$ cat config.mk
export PLATFORM = sky130hd
export DESIGN_NAME = gcd_ctrl_fsm
export DESIGN_NICKNAME = d
export VERILOG_FILES = /design/src/rtl/gcd_ctrl_fsm.sv
export SDC_FILE = /design/constraint.sdc
export NUM_CORES = 1
export LEC_CHECK = 0
export BUFFER_PORTS_ARGS = -buffer_cell sky130_fd_sc_hd__buf_2
export CORE_MARGIN = 2
export CORE_UTILIZATION = 56
export DETAILED_ROUTE_END_ITERATION = 7
export PLACE_DENSITY = 0.85
export REMOVE_ABC_BUFFERS = 1
export SLEW_MARGIN = 20
export SYNTH_ARGS = -nofsm -noshare
export SYNTH_HDL_FRONTEND = slang
export SYNTH_SLANG_ARGS = --single-unit
export TNS_END_PERCENT = 50
$ cat constraint.sdc
create_clock -name clk -period 4.5 [get_ports clk]
set_input_delay 0.225 -clock clk [delete_from_list [all_inputs] [get_ports clk]]
set_output_delay 0.225 -clock clk [all_outputs]
set_load 0.05 [all_outputs]
$ cat src/rtl/gcd_ctrl_fsm.sv
// Control FSM for a subtract-and-swap GCD datapath with start/done handshake.
// Optional iteration limit enabled by defining GCD_TIMEOUT_EN.
module gcd_ctrl_fsm #(
    parameter int WID      = 8,
    parameter int CNT_WID  = 2 * WID,
    parameter int MAX_ITER = 2 ** (2 * WID) - 1
) (
    input  logic               clk,
    input  logic               rst,
    input  logic               start,
    input  logic               a_eq_b,
    input  logic               a_lt_b,
    input  logic               a_zero,
    input  logic               b_zero,
    output logic               sel_A,
    output logic               sel_B,
    output logic               ld_A,
    output logic               ld_B,
    output logic               busy,
    output logic               done,
    output logic               out_sel,
    output logic [CNT_WID-1:0] iter_cnt,
    output logic               err
);

    typedef enum logic [2:0] {
        IDLE  = 3'd0,
        LOAD  = 3'd1,
        CMP   = 3'd2,
        SUB_A = 3'd3,
        SUB_B = 3'd4,
        DONE  = 3'd5
    } state_t;

    state_t             state_q, state_d;
    logic               sel_a_q, sel_a_d;
    logic               sel_b_q, sel_b_d;
    logic               ld_a_q, ld_a_d;
    logic               ld_b_q, ld_b_d;
    logic               busy_q, busy_d;
    logic               done_q, done_d;
    logic               out_sel_q, out_sel_d;
    logic [CNT_WID-1:0] iter_cnt_q, iter_cnt_d;
    logic               err_q, err_d;

`ifdef GCD_TIMEOUT_EN
    localparam logic [CNT_WID-1:0] ITER_LIMIT = CNT_WID'(MAX_ITER);
`endif

    // Next state plus result bookkeeping; outputs are decoded from the next
    // state so their registers line up with the state register.
    always_comb begin
        state_d    = state_q;
        out_sel_d  = out_sel_q;
        iter_cnt_d = iter_cnt_q;
        err_d      = err_q;
        case (state_q)
            IDLE: begin
                if (start) begin
                    state_d    = LOAD;
                    out_sel_d  = 1'b0;
                    iter_cnt_d = '0;
                    err_d      = 1'b0;
                end
            end
            LOAD: state_d = CMP;
            CMP: begin
                if (a_zero && b_zero) begin
                    state_d   = DONE;
                    out_sel_d = 1'b0;
                end else if (a_zero) begin
                    state_d   = DONE;
                    out_sel_d = 1'b1;
                end else if (b_zero || a_eq_b) begin
                    state_d   = DONE;
                    out_sel_d = 1'b0;
`ifdef GCD_TIMEOUT_EN
                end else if (iter_cnt_q == ITER_LIMIT) begin
                    state_d   = DONE;
                    out_sel_d = 1'b0;
                    err_d     = 1'b1;
`endif
                end else if (a_lt_b) begin
                    state_d = SUB_B;
                end else begin
                    state_d = SUB_A;
                end
            end
            SUB_A, SUB_B: begin
                state_d = CMP;
                if (iter_cnt_q != '1) begin
                    iter_cnt_d = iter_cnt_q + 1'b1;
                end
            end
            DONE:    state_d = IDLE;
            default: state_d = IDLE;
        endcase

        ld_a_d  = (state_d == LOAD) || (state_d == SUB_A);
        ld_b_d  = (state_d == LOAD) || (state_d == SUB_B);
        sel_a_d = (state_d == SUB_A);
        sel_b_d = (state_d == SUB_B);
        busy_d  = (state_d != IDLE);
        done_d  = (state_d == DONE);
    end

    always_ff @(posedge clk) begin
        if (rst) begin
            state_q    <= IDLE;
            sel_a_q    <= 1'b0;
            sel_b_q    <= 1'b0;
            ld_a_q     <= 1'b0;
            ld_b_q     <= 1'b0;
            busy_q     <= 1'b0;
            done_q     <= 1'b0;
            out_sel_q  <= 1'b0;
            iter_cnt_q <= '0;
            err_q      <= 1'b0;
        end else begin
            state_q    <= state_d;
            sel_a_q    <= sel_a_d;
            sel_b_q    <= sel_b_d;
            ld_a_q     <= ld_a_d;
            ld_b_q     <= ld_b_d;
            busy_q     <= busy_d;
            done_q     <= done_d;
            out_sel_q  <= out_sel_d;
            iter_cnt_q <= iter_cnt_d;
            err_q      <= err_d;
        end
    end

    assign sel_A    = sel_a_q;
    assign sel_B    = sel_b_q;
    assign ld_A     = ld_a_q;
    assign ld_B     = ld_b_q;
    assign busy     = busy_q;
    assign done     = done_q;
    assign out_sel  = out_sel_q;
    assign iter_cnt = iter_cnt_q;
    assign err      = err_q;

endmodule

==> metrics.md, run 1 <==
| Metric | Value |
|---|---|
| Clock Path Buffers | `2` |
| Cell variety after synth | `46` |
| First-pass GRT wire length | `4660 um` |
| Post-synth top flop | `dfxtp_1` |
| Row cnt | `17` |
| Post-CTS sizing | `0` |
| Placed inst area | `about 1500 um^2` |
| Peak supply drop | `0.201 mV` |
| Crit path DAT | `2.20 ns` |
| Worst Hold Class | `input port to register` |
| Via count | `approximately 1.2k` |
| Setup Crit Path Kind | `register to register` |
| Met3 wire len | `119 um` |
| Dpl cells | `204` |
| Iteration-0 DRC count of the detailed router | `23` |
| Worst slew margin | `0.568` |
| Starting density of the core | `0.587` |
| Post-synthesis sequential area ratio | `0.401` |
| First-pass DRT Iterations | `4` |
| I/O Buffers | `29` |
| Synth area leader | `dfxtp_1` |
| Largest net degree at the start of global routing | `15` |
| Num CTS Buffers | `3` |
| Syn Area/Cell | `roughly 8.5 um^2` |
| Reg clk slew, reported paths | `0.13 ns` |
| Metal-1 WL | `1250 um` |
| RSZ-0062 raised after global routing | `false` |
| Main area contributors after synthesis | `dfxtp_1 40%, nand2_1 4.6%, nand3_1 3.9%` |
| Final net count | `about 190` |
| Synthesis-to-finish area growth | `14.5%` |
| Area share of the largest cell type after synthesis | `0.401` |
| Die Area | `2720 um^2` |
| Highest Signal Layer | `met4` |
| I/O pin cnt | `31` |
| CP Capture Type | `register` |
| Clk_lat worst skew | `0.32 ns` |
| Final non-filler cell area | `1490 um^2` |
| Register area | `520 um^2` |
| Tcrit/Tclk final | `0.431` |
| Synth Instances | `around 150` |
| Setup crit start kind | `register` |
| Remaining antenna violation count after routing | `0` |
| Met2 Routed Length | `~1400 um` |
| Antenna violations before repair | `0` |
| Post-Route Setup TNS | `0 ns` |
| # Post-CTS Setup Buffers | `0` |
| Hold slack | `0.137 ns` |
| Tmin final | `1.94 ns` |
| CTS root buffer | `clkbuf_4` |
| Core box area | `2210 um^2` |
| Global router's overall resource usage | `0.224` |
| Mapped Area | `1300 um^2` |
| Die Wd | `52.2 um` |
| Area of the multi-input gates | `743 um^2` |
| # DRC | `0` |
| Vias in the first global route | `1,042` |
| Worst-Margin Slew | `0.644 ns` |
| Max_cap viols | `0` |
| Share of cells above drive strength 1 | `0.272` |
| Final Hold Violating Endpoints | `0` |
| Fmax | `between 500 and 600 MHz` |
| Vias per inst | `~6` |
| Post-cts hold buffer count | `0` |
| PD cells | `279 nW/um^2` |
| Fillers | `197` |
| Leakage | `0.601 nW` |
| Post-synth EDFFs | `0` |
| DPL Wire Length | `~2000 um` |
| WP data required | `approximately 4.8 ns` |
| GR Overflow Total | `0` |
| Crit Path Max Fanout | `8` |
| Yosys warns | `0` |
| CTS H-tree depth | `1` |
| Sink Count | `26` |
| Asr flop ratio synth | `0` |
| Final std cells w/o fill | `208` |
| Final setup viols | `0` |
| CTS tree | `yes` |
| Post-Route WL | `2810 um` |
| # diodes | `0` |
| Setup Skew | `0.00459 ns` |
| WL/cell | `approximately 14 um` |
| Status | `completed` |
| Gpl congestion | `between 0.8 and 0.9` |
| Max Slew Vio Count | `0` |
| Yosys reg bits | `26` |
| Chip height | `52.2 um` |
[cell usage after synthesis, drive strengths merged, types with 2 or more instances]
cell / count
a21oi: 11
and2: 3
and3: 3
inv: 2
buf: 3
nor4: 3
nand2: 16
dfxtp: 26
a41oi: 3
nor3: 8
o21ai: 15
nor2: 14
nand3: 10
a31oi: 5
o21bai: 2
nand4: 5
o21a: 3
clkbuf: 2
[final timing paths]
kind,startpoint,end,slack [ns],cells past startpoint
max,iter_cnt[0],iter_cnt[12],2.56,6
min,a_lt_b,sel_B,0.14,3
max reg2reg,iter_cnt[0],iter_cnt[12],2.56,6
min reg2reg,iter_cnt[15],iter_cnt[15],0.51,1
[stage by stage]
stage | worst slack [ns] | util | power (mW)
global placement | 2.62 | 0.656 | 0.302
floorplan | 2.30 | - | 0.286
detailed placement | 2.60 | 0.656 | 0.303
CTS | 2.56 | 0.673 | 0.420
finish | 2.56 | 0.673 | 0.415
global route | 2.41 | 0.673 | 0.434
[cells in the final DEF, fill, tap and decap left out, types with 5 or more instances in the layout]
| master | Yosys | final |
|---|---|---|
| a21oi_1 | 9 | 9 |
| a31oi_1 | 5 | 5 |
| buf_2 | 1 | 29 |
| dfxtp_1 | 26 | 26 |
| nand2_1 | 16 | 16 |
| nand3_1 | 10 | 10 |
| nor2_1 | 13 | 13 |
| nor3_1 | 6 | 6 |
| o21ai_0 | 10 | 10 |
[worst max-delay path, stage by stage (launching register included)]
cell,delay [ns]
dfxtp_1,0.43
ha_1,0.25
nand4_4,0.15
or4_4,0.56
a21oi_4,0.29
o21ai_0,0.12
o21ai_0,0.07
[cell type report]
class,count,share of cell area
Clock buffer,4,0.0244
Inverter,2,0.00505
Multi-Input combinational cell,119,0.500
Sequential cell,26,0.350
Tap cell,28,0.0235
Timing Repair Buffer,29,0.0976
[layer usage]
metal	vias up	track usage
li1	628	-
met1	578	0.300
met2	33	0.380
met3	3	0.0259
met4	0	0.0641
met5	-	0
[power by group]
group | switching [mW] | internal, mW
clock | 0.0678 | 0.0495
sequential | 0.00474 | 0.236
combinational | 0.0405 | 0.0172
total | 0.113 | 0.302
[state kept, by name (all words and copies together), names as in the netlist]
name	cells
out_sel	1
sel_A	1
state_q	3
ld_A	1
done	1
iter_cnt	16
busy	1
sel_B	1
ld_B	1
[cell families after synthesis]
group,share of synthesized area
adders and majority gates,0.00963
DFF,0.401
AOI/OAI and AO/OA,0.252
other,0.00289
buffers and inverters,0.0270
xor gates and xnor gates,0.00674
and+or+nand+nor,0.301
Power figures use the tool's default switching activity.
==> run 2: changes to the inputs <==
Settings changed: ABC_AREA set to 1, CORE_UTILIZATION 56 to 53, PLACE_DENSITY 0.85 to 0.8.
Clock period 4.5 ns to 2 ns, I/O delays scaled along.
==> metrics.md, run 2 <==
| Metric | Value |
|---|---|
| Buffers and inverters on the worst path | `0` |
| Final setup viols | `0` |
| Yosys warns | `0` |
| First-pass DRT Iterations | `4` |
| # DRC | `0` |
| # Post-CTS Setup Buffers | `0` |
| Post-synth EDFFs | `0` |
| Number of flip-flops under the largest register name | `16` |
| CTS H-tree depth | `1` |
| Iteration-0 DRC count of the detailed router | `just over 50` |
| Reg-to-reg startpoint | `iter_cnt[0]` |
| Post-synthesis sequential area ratio | `0.371` |
| Max Slew Vio Count | `0` |
| Synth Instances | `about 220` |
| Clk_lat worst skew | `0.33 ns` |
| Synth area leader | `dfxtp_1` |
| Post-cts hold buffer count | `0` |
| Mapped Area | `1400 um^2` |
| Count leader, synth | `nand2_1` |
| Area share of the largest cell type after synthesis | `0.371` |
| Setup crit start kind | `register` |
| Final std cells w/o fill | `277` |
| Synth cell count leaders | `61 x nand2_1, 39 x nor2_1, 26 x dfxtp_1, 21 x nand3_1, 20 x inv_1` |
| Final setup margin | `0.320 ns` |
| Setup Crit Path Kind | `register to register` |
| Worst Hold Class | `input port to register` |
| Remaining antenna violation count after routing | `0` |
| Cell variety after synth | `26` |
| Final non-filler cell area | `about 1600 um^2` |
| Worst setup path start | `iter_cnt[0]` |
| First-pass GRT wire length | `5370 um` |
| Fmax | `595 MHz` |
| I/O Buffers | `29` |
| Die Area | `3080 um^2` |
| CTS root buffer | `clkbuf_4` |
| Yosys reg bits | `26` |
| Delay-heaviest family, CP | `simple AND/OR/NAND/NOR gates` |
| Share of cells above drive strength 1 | `0.198` |
| Vias per inst | `5.12` |
| Chip height | `55.5 um` |
| Max_cap viols | `0` |
| Main area contributors after synthesis | `dfxtp_1 37%, nand2_1 16%, nor2_1 10%` |
| Placed inst area | `roughly 1600 um^2` |
| Gpl congestion | `0.822` |
| Reg2reg path depth | `9` |
| Setup crit end | `iter_cnt[15]` |
| Antenna violations before repair | `0` |
| Row cnt | `18` |
| Syn Area/Cell | `6.47 um^2` |
| Vias in the first global route | `1,230` |
| Clock Path Buffers | `2` |
| Die Wd | `roughly 55 um` |
| Final Hold Violating Endpoints | `0` |
| Crit path DAT | `1.94 ns` |
| PD cells | `between 600 and 700 nW/um^2` |
| Num CTS Buffers | `3` |
| DPL Wire Length | `~2300 um` |
| Tcrit/Tclk final | `0.840` |
| Commonest non-fill, non-tap cell in the layout | `nand2_1` |
| Reg2Reg Capture Point | `iter_cnt[15]` |
| Tmin final | `~1.7 ns` |
| Largest net degree at the start of global routing | `22` |
| Post-Route Setup TNS | `0 ns` |
| Dpl ws | `~0.37 ns` |
| Starting density of the core | `0.562` |
| WL/cell | `roughly 11 um` |
| Slowest stage delay, CP | `0.44 ns` |
| Core box area | `2500 um^2` |
| Crit-path slowest cell | `dfxtp_1` |
| Commonest non-fill, non-tap cells in the layout | `61 x nand2_1, 39 x nor2_1, 29 x buf_2` |
| Final net count | `~260` |
| Post-synth top flop | `dfxtp_1` |
| Peak supply drop | `0.539 mV` |
| I/O pin cnt | `31` |
| RSZ-0062 raised after global routing | `false` |
| WP data required | `roughly 2.3 ns` |
| Status | `completed` |
| Setup Skew | `roughly 0.014 ns` |
| Fillers | `254` |
| Synthesis-to-finish area growth | `13.0%` |
| Via count | `about 1.4k` |
| Dpl cells | `274` |
| Reg clk slew, reported paths | `about 0.14 ns` |
| CTS tree | `yes` |
| Worst path depth | `9` |
| Crit Path Max Fanout | `21` |
| # diodes | `0` |
| Post-CTS sizing | `0` |
| WHS Path Cells | `3` |
| Leakage | `0.696 nW` |
| HP Start | `a_zero` |
| CP cell instances | `ha_1 > nand2_2 > nor2_4 > nand2_4 > o21ai_4 > nand2_4 > nand2_1 > nand2_1 > nor2_1` |
| Flop-to-flop setup slack | `0.32 ns` |
| CP Capture Type | `register` |
| Global router's overall resource usage | `0.211` |
| Post-Route WL | `3060 um` |
| Hold slack | `0.0253 ns` |
| Asr flop ratio synth | `0` |
| Sink Count | `26` |
| GR Overflow Total | `0` |
-- run 2: cell type report --
type / instances / area, um^2 / share of cell area
repair buffers: 33 / 175 / 0.110
clock buffers: 3 / 22.5 / 0.0142
inverters: 22 / 82.6 / 0.0521
multi-input cells: 163 / 748 / 0.472
well taps: 30 / 37.5 / 0.0237
flip-flops and latches: 26 / 520 / 0.328
-- run 2: worst min-delay path, delay by kind of cell --
kind                   cells  cell delay, ns
buffers and inverters      1            0.10
and+or+nand+nor            1            0.07
AOI/OAI and AO/OA          1            0.05
-- run 2: report_power, final --
group	internal (mW)	switching, mW	total, mW
registers	0.541	0.0165	0.558
clock network	0.0707	0.151	0.222
logic	0.0625	0.180	0.242
-- run 2: stage by stage --
stage,utilization,total power [mW]
2_1_floorplan,-,0.752
3_3_place_gp,0.626,0.808
3_5_place_dp,0.626,0.812
4_1_cts,0.635,1.03
5_1_grt,0.635,1.08
6_report,0.635,1.02
-- run 2: cell families (layout without fill, tap and decap cells) --
family	after synthesis	in the layout	synth area share
and+or+nand+nor	135	135	0.417
buffers and inverters	28	58	0.0962
AOI/OAI and AO/OA	26	26	0.104
DFF	26	26	0.371
adders and majority gates	1	1	0.00891
other	1	1	0.00267
-- run 2: layer usage --
metal | vias up | share of wire | GRT usage | wire length [um]
met5 | - | 0 | 0 | 0
met4 | 0 | 0.012 | 0.0627 | 37
met3 | 5 | 0.066 | 0.0234 | 202
met2 | 55 | 0.46 | 0.344 | 1400
met1 | 617 | 0.47 | 0.293 | 1430
li1 | 740 | - | - | -
-- run 2: how the worst min path moves through the flow --
| stage | slack [ns] | endpoint |
|---|---|---|
| after floorplan | 0.17 | iter_cnt[0] |
| after global placement | 0.39 | out_sel |
| after detailed placement | 0.39 | out_sel |
| after CTS | 0.03 | out_sel |
| after global routing | 0.07 | out_sel |
| final | 0.03 | out_sel |
